File: src/rtl/div_pkg.sv
// Shared constants for the sequential restoring divider.
//   DEF_DIVIDEND_W : default dividend/quotient width (matches the multiplier product width)
//   DEF_DIVISOR_W  : default divisor/remainder width (matches the multiplier operand width)
//   DEF_CNT_W      : step-counter width, enough to count DIVIDEND_W steps
//   ST_*           : FSM state encoding
package div_pkg;

    localparam int DEF_DIVIDEND_W = 6;
    localparam int DEF_DIVISOR_W  = 3;
    localparam int DEF_CNT_W      = $clog2(DEF_DIVIDEND_W);

    localparam logic [1:0] ST_IDLE = 2'd0;
    localparam logic [1:0] ST_CALC = 2'd1;
    localparam logic [1:0] ST_DONE = 2'd2;

endpackage

File: src/rtl/div_step.sv
// Single restoring-division step: shift one dividend bit into the partial
// remainder, then compare against the divisor and subtract when it fits.
// Purely combinational.
// Ports:
//   p            in   DIVISOR_W+1  current partial remainder
//   dividend_bit in   1            next dividend bit (MSB first)
//   divisor      in   DIVISOR_W    divisor
//   next_p       out  DIVISOR_W+1  updated partial remainder
//   q_bit        out  1            quotient bit produced by this step
module div_step
    import div_pkg::*;
#(
    parameter int DIVISOR_W = DEF_DIVISOR_W
) (
    input  logic [DIVISOR_W:0]   p,
    input  logic                 dividend_bit,
    input  logic [DIVISOR_W-1:0] divisor,
    output logic [DIVISOR_W:0]   next_p,
    output logic                 q_bit
);

    logic [DIVISOR_W:0] shifted_s;
    logic               fits_s;

    // Shift-compare-subtract. A set top bit in p means the shifted value
    // overflows DIVISOR_W+1 bits and therefore certainly exceeds the divisor.
    always_comb begin
        shifted_s = {p[DIVISOR_W-1:0], dividend_bit};
        fits_s    = p[DIVISOR_W] | (shifted_s >= {1'b0, divisor});
        if (fits_s) begin
            next_p = shifted_s - {1'b0, divisor};
            q_bit  = 1'b1;
        end else begin
            next_p = shifted_s;
            q_bit  = 1'b0;
        end
    end

endmodule

File: src/rtl/seq_divider_6by3.sv
// Sequential unsigned restoring divider, one quotient bit per clock,
// start/busy/valid handshake. Results are held in dedicated output registers
// so the outputs only change when an operation completes or a new one starts.
// Ports:
//   clk          in   1           rising-edge clock
//   rst          in   1           asynchronous active-high reset
//   start        in   1           request, honoured only when busy=0
//   dividend     in   DIVIDEND_W  captured on an accepted start
//   divisor      in   DIVISOR_W   captured on an accepted start
//   busy         out  1           division in progress
//   valid        out  1           results valid until the next accepted start
//   quotient     out  DIVIDEND_W  result quotient
//   remainder    out  DIVISOR_W   result remainder
//   div_by_zero  out  1           captured divisor was zero
module seq_divider_6by3
    import div_pkg::*;
#(
    parameter int DIVIDEND_W = DEF_DIVIDEND_W,
    parameter int DIVISOR_W  = DEF_DIVISOR_W
) (
    input  logic                  clk,
    input  logic                  rst,
    input  logic                  start,
    input  logic [DIVIDEND_W-1:0] dividend,
    input  logic [DIVISOR_W-1:0]  divisor,
    output logic                  busy,
    output logic                  valid,
    output logic [DIVIDEND_W-1:0] quotient,
    output logic [DIVISOR_W-1:0]  remainder,
    output logic                  div_by_zero
);

    localparam int CNT_W = $clog2(DIVIDEND_W);

    logic [1:0]            state_r;
    logic [CNT_W-1:0]      cnt_r;
    logic [DIVIDEND_W-1:0] dividend_r;
    logic [DIVISOR_W-1:0]  divisor_r;
    logic [DIVISOR_W:0]    p_r;
    // Only the first DIVIDEND_W-1 quotient bits need storing; the last bit
    // goes straight from the step cell into the quotient output register.
    logic [DIVIDEND_W-2:0] quot_sh_r;
    logic                  busy_r;
    logic                  valid_r;
    logic [DIVIDEND_W-1:0] quotient_r;
    logic [DIVISOR_W-1:0]  remainder_r;
    logic                  dbz_r;

    logic [DIVISOR_W:0]    next_p_s;
    logic                  q_bit_s;

    div_step #(
        .DIVISOR_W (DIVISOR_W)
    ) u_step (
        .p            (p_r),
        .dividend_bit (dividend_r[DIVIDEND_W-1]),
        .divisor      (divisor_r),
        .next_p       (next_p_s),
        .q_bit        (q_bit_s)
    );

    // FSM, operand capture, shift registers, step counter and result registers.
    always_ff @(posedge clk or posedge rst) begin
        if (rst) begin
            state_r     <= ST_IDLE;
            cnt_r       <= {CNT_W{1'b0}};
            dividend_r  <= {DIVIDEND_W{1'b0}};
            divisor_r   <= {DIVISOR_W{1'b0}};
            p_r         <= {(DIVISOR_W+1){1'b0}};
            quot_sh_r   <= {(DIVIDEND_W-1){1'b0}};
            busy_r      <= 1'b0;
            valid_r     <= 1'b0;
            quotient_r  <= {DIVIDEND_W{1'b0}};
            remainder_r <= {DIVISOR_W{1'b0}};
            dbz_r       <= 1'b0;
        end else begin
            case (state_r)
                ST_IDLE, ST_DONE: begin
                    if (start) begin
                        dividend_r <= dividend;
                        divisor_r  <= divisor;
                        p_r        <= {(DIVISOR_W+1){1'b0}};
                        quot_sh_r  <= {(DIVIDEND_W-1){1'b0}};
                        if (divisor == {DIVISOR_W{1'b0}}) begin
                            // Zero divisor short-circuits: result ready next cycle.
                            state_r     <= ST_DONE;
                            busy_r      <= 1'b0;
                            valid_r     <= 1'b1;
                            dbz_r       <= 1'b1;
                            quotient_r  <= {DIVIDEND_W{1'b1}};
                            remainder_r <= {DIVISOR_W{1'b0}};
                        end else begin
                            state_r <= ST_CALC;
                            busy_r  <= 1'b1;
                            valid_r <= 1'b0;
                            dbz_r   <= 1'b0;
                            cnt_r   <= CNT_W'(DIVIDEND_W - 1);
                        end
                    end
                end
                ST_CALC: begin
                    p_r        <= next_p_s;
                    dividend_r <= {dividend_r[DIVIDEND_W-2:0], 1'b0};
                    quot_sh_r  <= {quot_sh_r[DIVIDEND_W-3:0], q_bit_s};
                    if (cnt_r == {CNT_W{1'b0}}) begin
                        state_r     <= ST_DONE;
                        busy_r      <= 1'b0;
                        valid_r     <= 1'b1;
                        quotient_r  <= {quot_sh_r, q_bit_s};
                        remainder_r <= next_p_s[DIVISOR_W-1:0];
                    end else begin
                        cnt_r <= cnt_r - CNT_W'(1'b1);
                    end
                end
                default: begin
                    state_r <= ST_IDLE;
                    busy_r  <= 1'b0;
                    valid_r <= 1'b0;
                end
            endcase
        end
    end

    assign busy        = busy_r;
    assign valid       = valid_r;
    assign quotient    = quotient_r;
    assign remainder   = remainder_r;
    assign div_by_zero = dbz_r;

endmodule

File: config.mk
export PLATFORM = sky130hd
export DESIGN_NAME = seq_divider_6by3
export DESIGN_NICKNAME = d
export VERILOG_FILES = /design/src/rtl/div_pkg.sv /design/src/rtl/div_step.sv /design/src/rtl/seq_divider_6by3.sv
export SDC_FILE = /design/constraint.sdc
export NUM_CORES = 1
export LEC_CHECK = 0
export ABC_CLOCK_PERIOD_IN_PS = 3800
export BUFFER_PORTS_ARGS = -buffer_cell sky130_fd_sc_hd__buf_2
export CAP_MARGIN = 20
export CORE_ASPECT_RATIO = 0.9
export CORE_MARGIN = 2
export CORE_UTILIZATION = 37
export CTS_CLUSTER_DIAMETER = 120
export DETAILED_ROUTE_END_ITERATION = 8
export PLACE_DENSITY = 0.61
export SLEW_MARGIN = 20
export SYNTH_ARGS = -nofsm -noshare
export SYNTH_HDL_FRONTEND = slang
export SYNTH_SLANG_ARGS = --single-unit
File: constraint.sdc
create_clock -name clk -period 3.8 [get_ports clk]
set_clock_uncertainty 0.1 [all_clocks]
set_input_delay 0.38 -clock clk [delete_from_list [all_inputs] [get_ports clk]]
set_output_delay 0.38 -clock clk [all_outputs]
set_load 0.02 [all_outputs]
Yosys cells after proc, flatten, opt, wreduce, memory -nomap -nowiden
Cells that the tools add are included. W data, S select, Z words.

Output and inout port bits: 12. Input bits: 12. Bits in registers: 35.

Magnitude comparators: 1. Muxes and demuxes: 32. Bitwise operators: 1. Eq/ne operators: 7. Reduce and logical (&&, ||, !) cells: 10. Add/sub/neg operators: 2.

Operators by type and width (count): $mux W6 (4); $pmux W6 S2 (2); $mux W3 (6); $pmux W3 S2 (2); $ne A2 B2 Y1 const B (5); $pmux W5 S2 (1); $mux W4 (2); $pmux W4 S2 (1); $reduce_and A4 Y1 (2); $mux W1 (7); $logic_not A3 Y1 (2); $mux W2 (3); $reduce_and A2 Y1 (3); $mux W5 (1); $ge A4 B3 Y1 (1); $pmux W1 S2 (2); $pmux W2 S2 (1); $sub A4 B3 Y4 (1); $sub A3 B1 Y3 const B (1); $eq A2 B1 Y1 const B (1); $eq A2 B2 Y1 const B (1); $logic_not A2 Y1 (1); $reduce_bool A2 Y1 (1); $reduce_or A2 Y1 (1); $or A1 B1 Y1 (1).

Depth between registers and ports, before layout
Depth after elaboration: 5. Mapped depth: 7. Depth with buffers taken out: 7.

Hierarchy
A second synthesis with hierarchy kept.

Cell total of the unflattened synthesis: 176. Area total of the unflattened synthesis: 1682.9 um2.

Modules (own cells, without submodules): seq_divider_6by3 (times used 1, cells each 150, area an instance 1465.2 um2, sequential area each 850.8 um2); div_step (times used 1, cells each 26, area an instance 217.7 um2, sequential area each 0.0 um2).

Worst setup path before layout
OpenSTA, ideal clock, no wires.

Kind: register to register. Start: register divisor_r[0]. End: register remainder_r[1] (netlist: remainder[1]). Cell stages (with the launch flop): 7. Arrival: 1.592 ns. Library setup time: 0.118 ns. Setup slack: 1.990 ns. Path buffers: 0. Cells stage by stage: dfrtp_1 -> ha_1 -> fa_1 -> a21bo_2 -> a21boi_4 -> mux2i_1 -> a2bb2o_4.

Word-level cells in the longest chain between the ends: 5. Elaborated cells on any way between the ends: 6.

Ends and longest elaborated chain: from (decl) (line seq_divider_6by3.sv:38) `logic [DIVISOR_W-1:0] divisor_r;`; from (signal assigned) (line seq_divider_6by3.sv:68) `divisor_r <= {DIVISOR_W{1'b0}};`; from (signal assigned) (line seq_divider_6by3.sv:81) `divisor_r <= divisor;`; $ge A4 B3 Y1 (line div_step.sv:29) `fits_s = p[DIVISOR_W] | (shifted_s >= {1'b0, divisor});`; $or A1 B1 Y1 (line div_step.sv:29); $mux W4 (*) (line div_step.sv:30) `if (fits_s) begin`; $mux W3 (*) (line seq_divider_6by3.sv:105) `if (cnt_r == {CNT_W{1'b0}}) begin`; $pmux W3 S2 (*) (line seq_divider_6by3.sv:77) `case (state_r)`; to (signal assigned) (line seq_divider_6by3.sv:74) `remainder_r <= {DIVISOR_W{1'b0}};`; to (signal assigned) (line seq_divider_6by3.sv:91) `remainder_r <= {DIVISOR_W{1'b0}};`; to (signal assigned) (line seq_divider_6by3.sv:110) `remainder_r <= next_p_s[DIVISOR_W-1:0];`; to (decl) (line seq_divider_6by3.sv:46) `logic [DIVISOR_W-1:0] remainder_r;`.

Mark *: on every way between the ends. The rest lies on a longest branch, timed or not. The select of a mux whose other input is x is not followed. A chain may end at the register's enable or synchronous reset.

Worst setup path after layout
Start: register state_r[1]. End: register remainder_r[2] (netlist: remainder[2]).

Word-level cells in the longest chain between the ends: 4. Elaborated cells on any way between the ends: 10.

Ends and longest elaborated chain: from (decl) (line seq_divider_6by3.sv:35) `logic [1:0] state_r;`; from (signal assigned) (line seq_divider_6by3.sv:65) `state_r <= ST_IDLE;`; from (signal assigned) (line seq_divider_6by3.sv:86) `state_r <= ST_DONE;`; from (signal assigned) (line seq_divider_6by3.sv:93) `state_r <= ST_CALC;`; $eq A2 B2 Y1 or $logic_not A2 Y1 (tied branches) (line seq_divider_6by3.sv:77); $reduce_or A2 Y1 (line seq_divider_6by3.sv:77); $ne A2 B2 Y1 (no line) or $reduce_bool A2 Y1 (tied branches); $reduce_and A4 Y1 (no line).

Parallel ways exist; a longest one is shown, timed or not.

==> results by stage <==
Run status:
- The run finished with clean final reports.

STA:
- Setup repair after global routing left no endpoint under its margin.
- Counting I/O delays and the setup requirement, the final critical path takes 2.041 ns.
- The setup violation total in the final timing report is 0.
- The part of the cycle the worst path needs is 0.5371.
- The final-report hold violation count is 0.
- The worst hold margin is 0.08673 ns.
- Derived from the worst setup path, the maximum achievable clock frequency is 489.9 MHz.
- The final number of max-transition violations came to 0.
- For the pin with the worst max-slew slack, the measured transition is 0.6386 ns.
- In the final timing run, aggregate negative setup slack is 0 ns.
- Measured against its own limit, the worst slew margin works out to 0.5742.

Cells and area:
- The final antenna diode count is 0.
- The share of final-layout standard cells stronger than drive strength 1 is 0.2391.
- The number of standard cells in the final layout excluding fillers is 232.
- The area growth from synthesis to final layout is 14.90%.
- Fill cells in the final layout number 397.
- The post-layout instance area is 1853 um^2.
- After the last flow step, the layout net total stands at 202.

Synthesis:
- The most common flop cell mapped by yosys is dfrtp_1.
- In the synthesized netlist the async set-or-reset flop fraction comes to 1.000.
- By instance count, the leading cell after synthesis is dfrtp_1.
- The count of cell types in the netlist is 35.
- The sequential area share after synthesis is 0.5275.
- The synthesized netlist cell count is 158.
- The yosys synthesis warning count is 0.
- Summed over all instances, the cell type with the most area after synthesis is dfrtp_1.
- Yosys mapped a number of flops with a built-in enable equal to 0.
- Summing every instance area after synthesis gives 1613 um^2.
- The mean instance size in the synthesized netlist is 10.21 um^2.
- After synthesis the netlist holds a flip-flop and latch count of 34.
- Of the post-synthesis cell area, the dominant cell type holds 0.5275.
- Counting instances in the post-synthesis netlist gives the leading cell types as dfrtp_1 (34), nand2_1 (33), inv_1 (11).
- Yosys attributes the largest share of cell area to dfrtp_1 (53%), nand2_1 (7.7%), ha_1 (3.9%), o22a_1 (2.7%), inv_1 (2.6%).
- The net count after synthesis is 176.

Drt:
- The first routing iteration left 82 violations.
- The number of vias per cell after detailed routing is 5.190.
- The total iterations of the first detailed-routing run is 4.
- After detailed routing, no signal wire sits above met4.
- The routed layout has 1,204 vias.
- In the final routing, the length of wire on met1 measures 1579 um.
- The routed design has 3267 um of wire.
- Wire segments on met3 add up to 162 um in the final route.
- Detailed routing placed a total of 1490 um of wire on met2.
- The DRC violation count after routing is 0.
- The per-cell routed wire length is 14.08 um.
- In this run the remaining antenna-violating nets after routing total 0.

Place:
- After detailed placement, the design holds a cell count of 225.
- The congestion estimate from routability-driven global placement came to 0.8121.
- The port buffer count is 23.
- The placed instances occupy a cell area of 1774 um^2.
- The final HPWL from detailed placement is 2410 um.

GRT:
- The overall global routing resource usage is 0.1546.
- The pin count of the biggest net entering global routing is 35.
- The number of global-route vias before repair is 1,233.
- The total global routing overflow is 0.
- The first-pass GRT wire length is 5699 um.
- The number of antenna violations at the first check in global routing was 0.

Floorplanning:
- The count of pins on the block boundary is 24.
- Measured along the y axis, the die boundary spans 66.64 um.
- For this configuration, the core starts out at a cell density of 0.3906.
- The floorplan step defined a core boundary enclosing 4129 um^2.
- The die is 73.60 um wide.
- The die covers 4904 um^2.
- The floorplan has 22 rows.

Pwr:
- Of the total power, combinational logic draws 0.498.
- The switching share of power is 0.4168.
- The share of total power in the clock network is 0.137.
- The worst-case IR drop observed on VDD is 0.3151 mV.
- The total chip power is 1771 uW.
- In this run the static leakage power is 0.0008958 uW.
- The power per unit of standard cell area is 955.9 nW/um^2.
- The share of total power dissipated in sequential elements is 0.365.
- Cell internal power was estimated by the tool at 1033 uW.
- Summed over all nets, the switching power comes to 738.2 uW.

Flow run:
- The tool flagged a number of max-cap violations equal to 0.

CTS:
- The quantity of hold-fixing buffers added after cts is 0.
- The clock transition time at the flip-flop clock pins of the worst setup and hold paths is 0.07 ns.
- The number of buffers inserted during clock tree synthesis is 5.
- The count of cells resized by post-cts repair is 0.
- Clock tree synthesis selected as its root buffer the cell clkbuf_8.
- The TritonCTS clock tree is done.
- The number of setup buffers added after CTS is 0.
- The H-tree was split into 2 levels.
- The clock reaches the later pin of the worst-skew pair after 0.28 ns.
- The clock sink total is 34.
- The clock tree buffer depth is 2.

Min path:
- The tightest min-delay check is of the in -> async type.

Setup path:
- For the worst setup path, the data arrival time is 2.10 ns.
- STA classifies the critical path startpoint as a flip-flop.
- The endpoint required time on the critical path is 3.86 ns.
- The worst setup path is of the reg -> reg kind.
- The maximum fanout along the worst path is 15.
- STA classifies the critical path endpoint as a flip-flop.
[registers in the layout (all words and copies together) (netlist names)]
| name | cells |
|---|---|
| dividend_r | 6 |
| quotient | 6 |
| quot_sh_r | 5 |
| p_r | 4 |
| cnt_r | 3 |
| divisor_r | 3 |
| remainder | 3 |
| state_r | 2 |
| busy | 1 |
| div_by_zero | 1 |
[power groups by stage]
stage | Sequential, uW | Clock [uW] | Combinational, uW
floorplan | 693 | 0 | 634
global placement | 644 | 0 | 870
detailed placement | 648 | 0 | 887
CTS | 644 | 249 | 894
global route | 669 | 268 | 993
finish | 646 | 243 | 883
[path summary, 6_finish.rpt]
kind,endpoint,from,depth (start not counted),slack (ns)
max,remainder[2],state_r[1],4,1.76
min,quotient[4],rst,3,0.09
max reg2reg,remainder[2],state_r[1],4,1.76
min reg2reg,cnt_r[0],cnt_r[0],1,0.38
max in group asynchronous,divisor_r[0],rst,3,3.20
min in group clk,divisor_r[0],divisor[0],3,0.22
[critical path, stage by stage (launching register included)]
cell	delay [ns]
dfrtp_1	0.40
and2b_1	0.49
nand2_1	0.29
nand2_2	0.29
mux2_2	0.36
[metrics by stage]
stage                 util  worst slack, ns
floorplan                -            1.990
global placement    0.4297            1.849
detailed placement  0.4297            1.764
CTS                 0.4488            1.751
global route        0.4488            1.613
finish              0.4488            1.759
[layout make-up]
class,count,area (um^2),area share
clock buffer,5,68.82,0.03714
clock inverter,2,10.01,0.005402
inverter,11,41.29,0.02228
multi-input combinational,107,691.9,0.3734
sequential,34,850.8,0.4591
tap,48,60.06,0.03241
timing repair buffer,25,130.1,0.07022
[placed cells by master (no fill, tap or decap), types with 2 or more instances in the layout]
| cell type | n |
|---|---|
| nor3_1 | 4 |
| dfrtp_1 | 34 |
| clkinv_2 | 2 |
| a31oi_1 | 4 |
| buf_4 | 2 |
| nor2_1 | 10 |
| mux2i_1 | 2 |
| a22o_1 | 2 |
| a2bb2o_4 | 2 |
| o21ai_0 | 6 |
| nand2_1 | 33 |
| nand2b_1 | 4 |
| mux2_2 | 2 |
| clkbuf_8 | 5 |
| buf_2 | 23 |
| ha_1 | 5 |
| inv_1 | 11 |
| a21oi_1 | 8 |
| o22a_1 | 5 |
| nor2b_1 | 3 |
[layer usage]
layer | track usage | vias up
met4 | 0.05455 | 0
met5 | 0 | -
met1 | 0.2069 | 583
li1 | - | 589
met3 | 0.04236 | 5
met2 | 0.2400 | 27
[cells by family (layout without fill, tap and decap cells)]
group,Yosys count,count (layout),share of synthesized area
and+or+nand+nor,58,58,0.1606
AOI/OAI and AO/OA,39,39,0.1909
DFF,34,34,0.5275
buffers and inverters,17,43,0.04344
adders and majority gates,6,6,0.05120
muxes,4,4,0.02638
No activity file was read; power rests on OpenSTA's default activity.
